**config.mk**
```make
export PLATFORM = sky130hd
export DESIGN_NAME = iter_shifter_flat
export DESIGN_NICKNAME = d
export VERILOG_FILES = /design/src/rtl/iter_shifter_pkg.sv /design/src/rtl/iter_shifter_if.sv /design/src/rtl/iter_shifter_shift_step.sv /design/src/rtl/iter_shifter.sv /design/src/flat_wrapper.sv
export SDC_FILE = /design/constraint.sdc
export NUM_CORES = 1
export LEC_CHECK = 0
export CELL_PAD_IN_SITES_DETAIL_PLACEMENT = 1
export CELL_PAD_IN_SITES_GLOBAL_PLACEMENT = 2
export CORE_ASPECT_RATIO = 0.75
export CORE_MARGIN = 2
export CORE_UTILIZATION = 34
export CTS_CLUSTER_SIZE = 10
export DETAILED_ROUTE_END_ITERATION = 6
export GPL_ROUTABILITY_DRIVEN = 0
export PLACE_DENSITY_LB_ADDON = 0.1
export SKIP_LAST_GASP = 1
export SYNTH_ARGS = -nofsm -noshare
export SYNTH_HDL_FRONTEND = slang
export SYNTH_SLANG_ARGS = --single-unit
```
**constraint.sdc**
```tcl
create_clock -name clk -period 5.66 [get_ports clk]
set_clock_uncertainty 0.15 [all_clocks]
set_input_delay 1.132 -clock clk [delete_from_list [all_inputs] [get_ports clk]]
set_output_delay 1.132 -clock clk [all_outputs]
set_load 0.01 [all_outputs]
```
**src/rtl/iter_shifter_pkg.sv**
```systemverilog
// Shared definitions for the iterative shift/rotate unit: opcode values,
// FSM state encoding and the opcode legality helper.
package iter_shifter_pkg;

  localparam logic [2:0] MODE_SHR  = 3'b000;
  localparam logic [2:0] MODE_SHRA = 3'b001;
  localparam logic [2:0] MODE_SHL  = 3'b010;
  localparam logic [2:0] MODE_ROR  = 3'b011;
  localparam logic [2:0] MODE_ROL  = 3'b100;

  typedef enum logic [1:0] {
    S_IDLE = 2'b00,
    S_RUN  = 2'b01,
    S_DONE = 2'b10
  } state_e;

  function automatic logic mode_legal(input logic [2:0] m);
    return (m <= MODE_ROL);
  endfunction

endpackage

```
**src/rtl/iter_shifter_if.sv**
```systemverilog
// Request/result bundle of the shifter: the ALU side drives the request,
// the shifter returns handshake status and the held result.
interface iter_shifter_if #(
  parameter int WIDTH = 32
);
  logic             start;
  logic [2:0]       mode;
  logic [WIDTH-1:0] a;
  logic [WIDTH-1:0] shamt;
  logic             busy;
  logic             done;
  logic [WIDTH-1:0] result;
  logic             last_out;
  logic             err;

  modport master (
    output start, mode, a, shamt,
    input  busy, done, result, last_out, err
  );

  modport slave (
    input  start, mode, a, shamt,
    output busy, done, result, last_out, err
  );
endinterface

```
**src/rtl/iter_shifter_shift_step.sv**
```systemverilog
// Combinational single step: shifts or rotates acc by k positions and
// reports the last bit that left (or wrapped around) the word.
module shift_step
  import iter_shifter_pkg::*;
#(
  parameter int WIDTH = 32,
  parameter int SHW   = $clog2(WIDTH)
) (
  input  logic [WIDTH-1:0] acc_i,
  input  logic [SHW-1:0]   k_i,
  input  logic [2:0]       mode_i,
  output logic [WIDTH-1:0] acc_o,
  output logic             out_bit_o
);

  localparam logic [SHW:0] W_EXT = (SHW+1)'(WIDTH);

  logic [SHW:0]     k_inv;
  logic [SHW-1:0]   lo_idx;
  logic [SHW-1:0]   hi_idx;
  logic [WIDTH-1:0] rotr;
  logic [WIDTH-1:0] rotl;
  logic             k_nz;

  // k_inv is WIDTH when k==0, which shifts the wrap term fully out
  assign k_inv  = W_EXT - {1'b0, k_i};
  assign lo_idx = k_i - SHW'(1);
  assign hi_idx = SHW'(0) - k_i;
  assign rotr   = (acc_i >> k_i) | (acc_i << k_inv);
  assign rotl   = (acc_i << k_i) | (acc_i >> k_inv);
  assign k_nz   = (k_i != '0);

  always_comb begin
    acc_o     = acc_i;
    out_bit_o = 1'b0;
    case (mode_i)
      MODE_SHR: begin
        acc_o     = acc_i >> k_i;
        out_bit_o = k_nz & acc_i[lo_idx];
      end
      MODE_SHRA: begin
        acc_o     = WIDTH'($signed(acc_i) >>> k_i);
        out_bit_o = k_nz & acc_i[lo_idx];
      end
      MODE_SHL: begin
        acc_o     = acc_i << k_i;
        out_bit_o = k_nz & acc_i[hi_idx];
      end
      MODE_ROR: begin
        acc_o     = rotr;
        out_bit_o = k_nz & rotr[WIDTH-1];
      end
      MODE_ROL: begin
        acc_o     = rotl;
        out_bit_o = k_nz & rotl[0];
      end
      default: begin
        acc_o     = acc_i;
        out_bit_o = 1'b0;
      end
    endcase
  end

endmodule

```
**src/rtl/iter_shifter.sv**
```systemverilog
// Multi-cycle shift/rotate unit: accepts a request, walks the operand
// STEP positions per cycle, then presents a held result with a done pulse.
module iter_shifter
  import iter_shifter_pkg::*;
#(
  parameter int WIDTH = 32,
  parameter int STEP  = 1,
  localparam int SHW  = $clog2(WIDTH)
) (
  input  logic          clk,
  input  logic          rst_n,
  iter_shifter_if.slave bus
);

  localparam logic [SHW-1:0] STEP_W = SHW'(STEP);

  state_e           state_q, state_d;
  logic [WIDTH-1:0] acc_q, acc_d;
  logic [SHW-1:0]   rem_q, rem_d;
  logic [2:0]       mode_q, mode_d;
  logic             ill_q, ill_d;
  logic             lb_q, lb_d;
  logic [WIDTH-1:0] result_q, result_d;
  logic             last_out_q, last_out_d;
  logic             err_q, err_d;

  logic [SHW-1:0]   k;
  logic [WIDTH-1:0] step_acc;
  logic             step_bit;
  logic             unused_shamt_hi;

  assign unused_shamt_hi = ^bus.shamt[WIDTH-1:SHW];
  assign k = (rem_q < STEP_W) ? rem_q : STEP_W;

  shift_step #(
    .WIDTH (WIDTH),
    .SHW   (SHW)
  ) u_step (
    .acc_i     (acc_q),
    .k_i       (k),
    .mode_i    (mode_q),
    .acc_o     (step_acc),
    .out_bit_o (step_bit)
  );

  always_ff @(posedge clk or negedge rst_n) begin
    if (!rst_n) begin
      state_q    <= S_IDLE;
      acc_q      <= '0;
      rem_q      <= '0;
      mode_q     <= MODE_SHR;
      ill_q      <= 1'b0;
      lb_q       <= 1'b0;
      result_q   <= '0;
      last_out_q <= 1'b0;
      err_q      <= 1'b0;
    end else begin
      state_q    <= state_d;
      acc_q      <= acc_d;
      rem_q      <= rem_d;
      mode_q     <= mode_d;
      ill_q      <= ill_d;
      lb_q       <= lb_d;
      result_q   <= result_d;
      last_out_q <= last_out_d;
      err_q      <= err_d;
    end
  end

  // Every accepted request passes through RUN; the final RUN cycle with
  // rem==0 commits the result, giving latency ceil(n/STEP)+1 (1 for n==0
  // or an illegal opcode).
  always_comb begin
    state_d    = state_q;
    acc_d      = acc_q;
    rem_d      = rem_q;
    mode_d     = mode_q;
    ill_d      = ill_q;
    lb_d       = lb_q;
    result_d   = result_q;
    last_out_d = last_out_q;
    err_d      = err_q;
    case (state_q)
      S_IDLE: begin
        if (bus.start) begin
          acc_d   = bus.a;
          mode_d  = bus.mode;
          lb_d    = 1'b0;
          state_d = S_RUN;
          if (mode_legal(bus.mode)) begin
            ill_d = 1'b0;
            rem_d = bus.shamt[SHW-1:0];
          end else begin
            ill_d = 1'b1;
            rem_d = '0;
          end
        end
      end
      S_RUN: begin
        if (rem_q == '0) begin
          result_d   = acc_q;
          last_out_d = lb_q;
          err_d      = ill_q;
          state_d    = S_DONE;
        end else begin
          acc_d = step_acc;
          lb_d  = step_bit;
          rem_d = rem_q - k;
        end
      end
      S_DONE: begin
        state_d = S_IDLE;
      end
      default: begin
        state_d = S_IDLE;
      end
    endcase
  end

  assign bus.busy     = (state_q != S_IDLE);
  assign bus.done     = (state_q == S_DONE);
  assign bus.result   = result_q;
  assign bus.last_out = last_out_q;
  assign bus.err      = err_q;

endmodule

```
**src/flat_wrapper.sv**
```systemverilog
// flat-port wrapper written by rule: the top's interface ports become plain ports
module iter_shifter_flat import iter_shifter_pkg::*;
#(
  parameter int WIDTH = 32,
  parameter int STEP  = 1,
  localparam int SHW  = $clog2(WIDTH)
)
  (clk, rst_n, bus_start, bus_mode, bus_a, bus_shamt, bus_busy, bus_done, bus_result, bus_last_out, bus_err);
  iter_shifter_if #(.WIDTH(WIDTH)) bus_i ();
  input  logic clk;
  input  logic rst_n;
  input wire logic [$bits(bus_i.start)-1:0] bus_start;
  input wire logic [$bits(bus_i.mode)-1:0] bus_mode;
  input wire logic [$bits(bus_i.a)-1:0] bus_a;
  input wire logic [$bits(bus_i.shamt)-1:0] bus_shamt;
  output wire logic [$bits(bus_i.busy)-1:0] bus_busy;
  output wire logic [$bits(bus_i.done)-1:0] bus_done;
  output wire logic [$bits(bus_i.result)-1:0] bus_result;
  output wire logic [$bits(bus_i.last_out)-1:0] bus_last_out;
  output wire logic [$bits(bus_i.err)-1:0] bus_err;
  assign bus_i.start = bus_start;
  assign bus_i.mode = bus_mode;
  assign bus_i.a = bus_a;
  assign bus_i.shamt = bus_shamt;
  assign bus_busy = bus_i.busy;
  assign bus_done = bus_i.done;
  assign bus_result = bus_i.result;
  assign bus_last_out = bus_i.last_out;
  assign bus_err = bus_i.err;
  iter_shifter #(.WIDTH(WIDTH), .STEP(STEP)) u_core (.clk(clk), .rst_n(rst_n), .bus(bus_i));
endmodule
```
==> results of run 1 <==
power by group:
part	internal (mW)	leakage [nW]	switching (mW)
combinational	1.51	1.80	1.86
clock	0.365	0.144	0.260
sequential	0.840	0.909	0.592
total	2.71	2.85	2.71
through the flow:
step	power [mW]	hold WS, ns	cells	instance area (sq um)
2_1_floorplan	3.45	0.294	696	6410
3_3_place_gp	4.68	0.310	957	7310
3_5_place_dp	4.75	0.320	957	7310
4_1_cts	5.40	0.334	973	7620
5_1_grt	5.77	0.365	973	7620
6_report	5.43	0.326	973	7620
worst max-delay path: cells and delay by family, from the launching register on:
| family | cells | cell delay, ns |
|---|---|---|
| AOI/OAI and AO/OA | 4 | 1.28 |
| DFF | 1 | 0.47 |
| buffers and inverters | 1 | 0.08 |
| adders and majority gates | 1 | 0.53 |
| and+or+nand+nor | 4 | 1.20 |
kinds of logic after synthesis:
family                   count (synthesis)  synth area share
AND/OR/NAND/NOR                        245             0.186
AO/OA/AOI/OAI                          175             0.184
multiplexers                           105             0.262
buffers and inverters                   87            0.0564
flip-flops                              78             0.305
adder cells (fa/ha/maj)                  3           0.00586
other                                    1          0.000585
XOR/XNOR                                 1           0.00137
flip-flops by register name, indices dropped and copies added, names as in the netlist:
register             flops
u_core.ill_q             1
u_core.bus.err           1
u_core.bus.last_out      1
u_core.lb_q              1
u_core.bus.result       32
u_core.rem_q             5
u_core.mode_q            3
u_core.state_q           2
u_core.acc_q            32
routing by layer:
metal  track usage  vias up
li1              -     2681
met5             0        -
met2         0.397      306
met1         0.403     3182
met3        0.0683       33
met4        0.0774        0
Yosys cell counts, drive strengths merged, types with 3 or more instances:
cell type  instances  area, sq um
o21a               4         30.0
nor4               3         18.8
a221oi            11         96.3
nor3b              3         27.5
a21o               3         22.5
inv                7         26.3
a21oi             38          190
nand3             24          120
o22ai              3         18.8
nor2b              6         37.5
and2               6         37.5
nand2             74          285
and3               7         43.8
o21ai             40          204
o31ai              3         22.5
dfrtp             78         1950
or2                4         25.0
nor3              29          156
a41oi              4         35.0
a2111oi            3         32.5
buf               22          118
nor2              55          214
a31oi             12         75.1
a22o               5         43.8
nand4              8         50.1
or3               12         75.1
ha                 3         37.5
mux2i             13          130
clkbuf            58          218
o211ai             8         60.1
nand2b             8         50.1
a22oi              9         67.6
mux4              44         1010
nand3b             3         22.5
mux2              48          541
a211oi            10         75.1
worst paths after layout:
kind                                                   start                                 to  slack [ns]  cells past startpoint
setup / recovery                 u_core.rem_q[1]$_DFFE_PN0P_       u_core.acc_q[19]$_DFFE_PN0P_        1.85                     10
hold / removal             u_core.bus.result[28]$_DFFE_PN0P_  u_core.bus.result[28]$_DFFE_PN0P_        0.33                      2
setup reg to reg                 u_core.rem_q[1]$_DFFE_PN0P_       u_core.acc_q[19]$_DFFE_PN0P_        1.85                     10
hold reg to reg            u_core.bus.result[28]$_DFFE_PN0P_  u_core.bus.result[28]$_DFFE_PN0P_        0.33                      2
max in group asynchronous                              rst_n        u_core.acc_q[6]$_DFFE_PN0P_        3.87                      1
min in group asynchronous                              rst_n  u_core.bus.result[24]$_DFFE_PN0P_        0.81                      1
layout make-up:
type / instances / share of cell area
sequential: 78 / 0.256
tap: 247 / 0.0405
timing repair buffer: 94 / 0.118
inverter: 7 / 0.00345
multi-input combinational: 531 / 0.541
clock inverter: 5 / 0.00755
clock buffer: 11 / 0.0332
layout by cell type (no fill, tap or decap), drive strengths merged, types with 9 or more instances in the layout:
cell	synthesis	final
a22oi	9	9
clkbuf	58	11
o21ai	40	40
a31oi	12	12
a21oi	38	38
or3	12	12
dfrtp	78	78
nand3	24	24
mux4	44	44
clkdlybuf4s50	0	77
nand2	74	74
nor2	55	55
nor3	29	29
a221oi	11	11
mux2i	13	13
a211oi	10	10
mux2	48	48
buf	22	17
==> impl_metrics.env, run 1 <==
export IMPL_status="finished clean"
export IMPL_timing_setup_tns_ns=0
export IMPL_grt_pass1_vias=6204
export IMPL_yosys_warnings=0
export IMPL_synth_top_flop_cell="dfrtp_1"
export IMPL_syn_inst=695
export IMPL_wl_met3_um=2440
export IMPL_fp_dieW_um=163
export IMPL_period_share=0.673
export IMPL_start_util=0.347
export IMPL_fmax_ghz=0.263
export IMPL_synth_seq_cells=78
export IMPL_multi_input_area_sq_um=4130
export IMPL_fin_util=0.413
export IMPL_num_antenna_cells=0
export IMPL_drive_above_1_share=0.194
export IMPL_power_leakage_nw=2.85
export IMPL_drv_slew=0
export IMPL_wl_met1_um=12000
export IMPL_rsz0062_at_grt="false"
export IMPL_clk_pin_slew_ns=0.06
export IMPL_die_y_um=123
export IMPL_core_area_sq_um=18500
export IMPL_post_cts_resized=0
export IMPL_criticalPathCategory="flop to flop"
export IMPL_crit_path_end_kind="flop"
export IMPL_route_met2_wl_um=11400
export IMPL_fin_ws_ns=1.85
export IMPL_start_kind="flop"
export IMPL_postSynthAreaPerCell_sq_um=9.22
export IMPL_slew_headroom=0.295
export IMPL_required_ns=5.78
export IMPL_grt_usage=0.273
export IMPL_synth_edf_count=0
export IMPL_slowest_delay_ns=0.68
export IMPL_finalCriticalPeriod_ns=3.81
export IMPL_grt_pass1_wl_um=40200
export IMPL_die_area_sq_um=20000
export IMPL_grt_overflow=0
export IMPL_crit_chain="nor3_4, nand2_4, inv_2, ha_2, nand2b_1, o21ai_0, nand2_1, o32ai_1, a22oi_1, a31oi_1"
export IMPL_area_delta_synth_final_pct=19.0
export IMPL_grt_max_degree=79
export IMPL_vias_per_cell=6.37
export IMPL_numCtsBuffers=9
export IMPL_nFillCells=2088
export IMPL_async_reset_ff_frac=1.00
export IMPL_drtIter0Drc=695
export IMPL_synthesis_area_sq_um=6410
export IMPL_clockBufferDepth=2
export IMPL_clk_latency_ns=0.36
export IMPL_cp_max_fo=35
export IMPL_cts_tree="done"
export IMPL_seqCellArea_sq_um=1950
export IMPL_portBuffers=78
export IMPL_cp_data_arrival_time_ns=3.93
export IMPL_num_vias=6202
export IMPL_cts_root_buffer="clkbuf_16"
export IMPL_wl_per_cell_um=27.0
export IMPL_antenna_found_initial=0
export IMPL_hp_class="flop to flop"
export IMPL_route_detailed_drc=0
export IMPL_cts_max_level=3
export IMPL_fp_row_count=43
export IMPL_place_ws_ns=1.93
export IMPL_dp_hpwl_um=17700
export IMPL_clock_sinks=78
export IMPL_postRouteAntennaNets=0
export IMPL_post_cts_repair_setup_buffers=0
export IMPL_drtPass1Iterations=5
export IMPL_holdBufCountCts=0
export IMPL_cp_slowest_cell="nor3_4"
export IMPL_maxUsedRoutingLayer="met4"
export IMPL_peakVddDrop_v=0.000214
export IMPL_boundaryPins=106
export IMPL_hold_viol=0
export IMPL_setup_viol=0
export IMPL_synth_distinct_cells=70
export IMPL_cap_violations=0
export IMPL_seq_area_frac_synth=0.305
export IMPL_worst_pin_slew_ns=1.06
export IMPL_nets=794
export IMPL_drt_total_wl_um=26300
export IMPL_powerDensity_nw_per_um2=712
Power figures use the tool's default switching activity.
==> inputs of run 2 (changes only) <==
- CORE_UTILIZATION: 34 -> 30
- clock period: 5.66 -> 3.1 ns (I/O delays scaled with it)
==> impl_metrics.env, run 2 (synthesis results as in run 1) <==
export IMPL_finalCriticalPeriod_ns=3.05
export IMPL_placedCellCount=1037
export IMPL_portBuffers=78
export IMPL_instances_no_fill=1052
export IMPL_fmax_ghz=0.328
export IMPL_grt_usage=0.258
export IMPL_r2r_end="u_core.acc_q[16]$_DFFE_PN0P_"
export IMPL_die_area_sq_um=22600
export IMPL_r2r_start="u_core.rem_q[0]$_DFFE_PN0P_"
export IMPL_p_total_mw=10.7
export IMPL_cap_violations=0
export IMPL_power_frac_seq=0.241
export IMPL_placed_area_sq_um=7810
export IMPL_powerDensity_nw_per_um2=1320
export IMPL_status="finished clean"
export IMPL_cp_data_arrival_time_ns=3.12
export IMPL_place_ws_ns=-0.00189
export IMPL_seqCellArea_sq_um=1950
export IMPL_num_vias=6423
export IMPL_wl_per_cell_um=27.2
export IMPL_power_switching_mw=5.27
export IMPL_final_cell_mix="77 x clkdlybuf4s50_1, 77 x dfrtp_1, 72 x nand2_1"
export IMPL_rsz0062_at_grt="true"
export IMPL_cts_tree="done"
export IMPL_clk_pin_slew_ns=0.07
export IMPL_core_area_sq_um=21100
export IMPL_nets=833
export IMPL_vias_per_cell=6.11
export IMPL_cp_max_fo=29
export IMPL_fin_ws_ns=0.0523
export IMPL_fin_area_sq_um=8140
export IMPL_grt_pass1_vias=6544
export IMPL_criticalPathCategory="flop to flop"
export IMPL_power_leakage_nw=3.09
export IMPL_setup_viol=0
export IMPL_fin_util=0.386
export IMPL_p_comb_frac=0.649
export IMPL_period_share=0.983
export IMPL_numCtsBuffers=9
export IMPL_cts_max_level=3
export IMPL_drt_total_wl_um=28700
export IMPL_internal_power_mw=5.45
export IMPL_antenna_found_initial=1
export IMPL_area_delta_synth_final_pct=27.0
export IMPL_nFillCells=2413
export IMPL_grt_max_degree=55
export IMPL_clock_sinks=78
export IMPL_clockBufferDepth=2
export IMPL_route_detailed_drc=0
export IMPL_peakVddDrop_v=0.000428
export IMPL_crit_start="u_core.rem_q[0]$_DFFE_PN0P_"
export IMPL_postRouteAntennaNets=0
export IMPL_drv_slew=0
export IMPL_slew_headroom=0.547
export IMPL_rr_worst_depth=9
export IMPL_holdBufCountCts=0
export IMPL_drive_above_1_share=0.239
export IMPL_worst_pin_slew_ns=0.673
export IMPL_die_y_um=131
export IMPL_start_util=0.304
export IMPL_p_sw_frac=0.491
export IMPL_dp_hpwl_um=20400
export IMPL_crit_path_end_kind="flop"
export IMPL_multi_input_area_sq_um=4160
export IMPL_clk_latency_ns=0.35
export IMPL_grt_overflow=0
export IMPL_hp_class="primary input to async pin"
export IMPL_grt_pass1_wl_um=43400
export IMPL_boundaryPins=106
export IMPL_fp_row_count=46
export IMPL_start_kind="flop"
export IMPL_r2r_setup_slack_ns=0.05
export IMPL_required_ns=3.17
export IMPL_drtIter0Drc=560
export IMPL_hold_viol=0
export IMPL_drtPass1Iterations=7
export IMPL_fp_dieW_um=173
export IMPL_p_clk_frac=0.109
export IMPL_cts_root_buffer="clkbuf_16"
## run 2: cell type report
| cell class | count | area share |
|---|---|---|
| Multi-Input combinational cell | 531 | 0.511 |
| Sequential cell | 78 | 0.240 |
| Timing Repair Buffer | 133 | 0.162 |
| Tap cell | 288 | 0.0443 |
| Clock buffer | 9 | 0.0277 |
| Clock inverter | 5 | 0.0105 |
| Inverter | 7 | 0.00415 |
| Antenna cell | 1 | 0.000308 |
## run 2: what timing repair did
action	in CTS	in global routing
setup endpoints to repair	1	6
gates resized for setup	1	4
buffers inserted	0	0
## run 2: power groups by stage
stage               registers (mW)  logic, mW  clock network [mW]
floorplan                     1.96       4.40                   0
global placement              2.53       6.75                   0
CTS                           2.53       6.87                1.21
global route                  2.65       7.42                1.24
detailed placement            2.55       6.83                   0
finish                        2.58       6.96                1.17
## run 2: per-stage QoR
stage	hold slack, ns	TNS, ns
global route	0.124	-0.0130
CTS	0.119	0
detailed placement	0.320	-0.00189
global placement	0.308	0
finish	0.0886	0
floorplan	0.174	-0.0338
## run 2: how the worst max path moves through the flow
| stage | endpoint | slack, ns | cells past startpoint |
|---|---|---|---|
| after floorplan | u_core.acc_q[21]$_DFFE_PN0P_ | -0.01 | 12 |
| after global placement | u_core.acc_q[21]$_DFFE_PN0P_ | 0.07 | 8 |
| after detailed placement | u_core.acc_q[21]$_DFFE_PN0P_ | -0.002 | 8 |
| after CTS | u_core.acc_q[16]$_DFFE_PN0P_ | 0.13 | 9 |
| after global routing | u_core.acc_q[30]$_DFFE_PN0P_ | -0.01 | 9 |
| final | u_core.acc_q[16]$_DFFE_PN0P_ | 0.05 | 9 |
## run 2: critical path: stages, from the launching register on
cell	delay, ns
dfrtp_1	0.44
nor3_4	0.24
nand2_4	0.11
inv_8	0.07
ha_2	0.34
buf_12	0.21
mux4_2	0.38
mux2_2	0.34
a221oi_1	0.48
o21ai_0	0.14
## run 2: metal layers
metal / GRT usage / up-vias / wire (um)
li1: - / 2754 / -
met1: 0.381 / 3281 / 13500
met2: 0.379 / 352 / 12100
met3: 0.0590 / 36 / 2610
met4: 0.0688 / 0 / 508
met5: 0 / - / 0
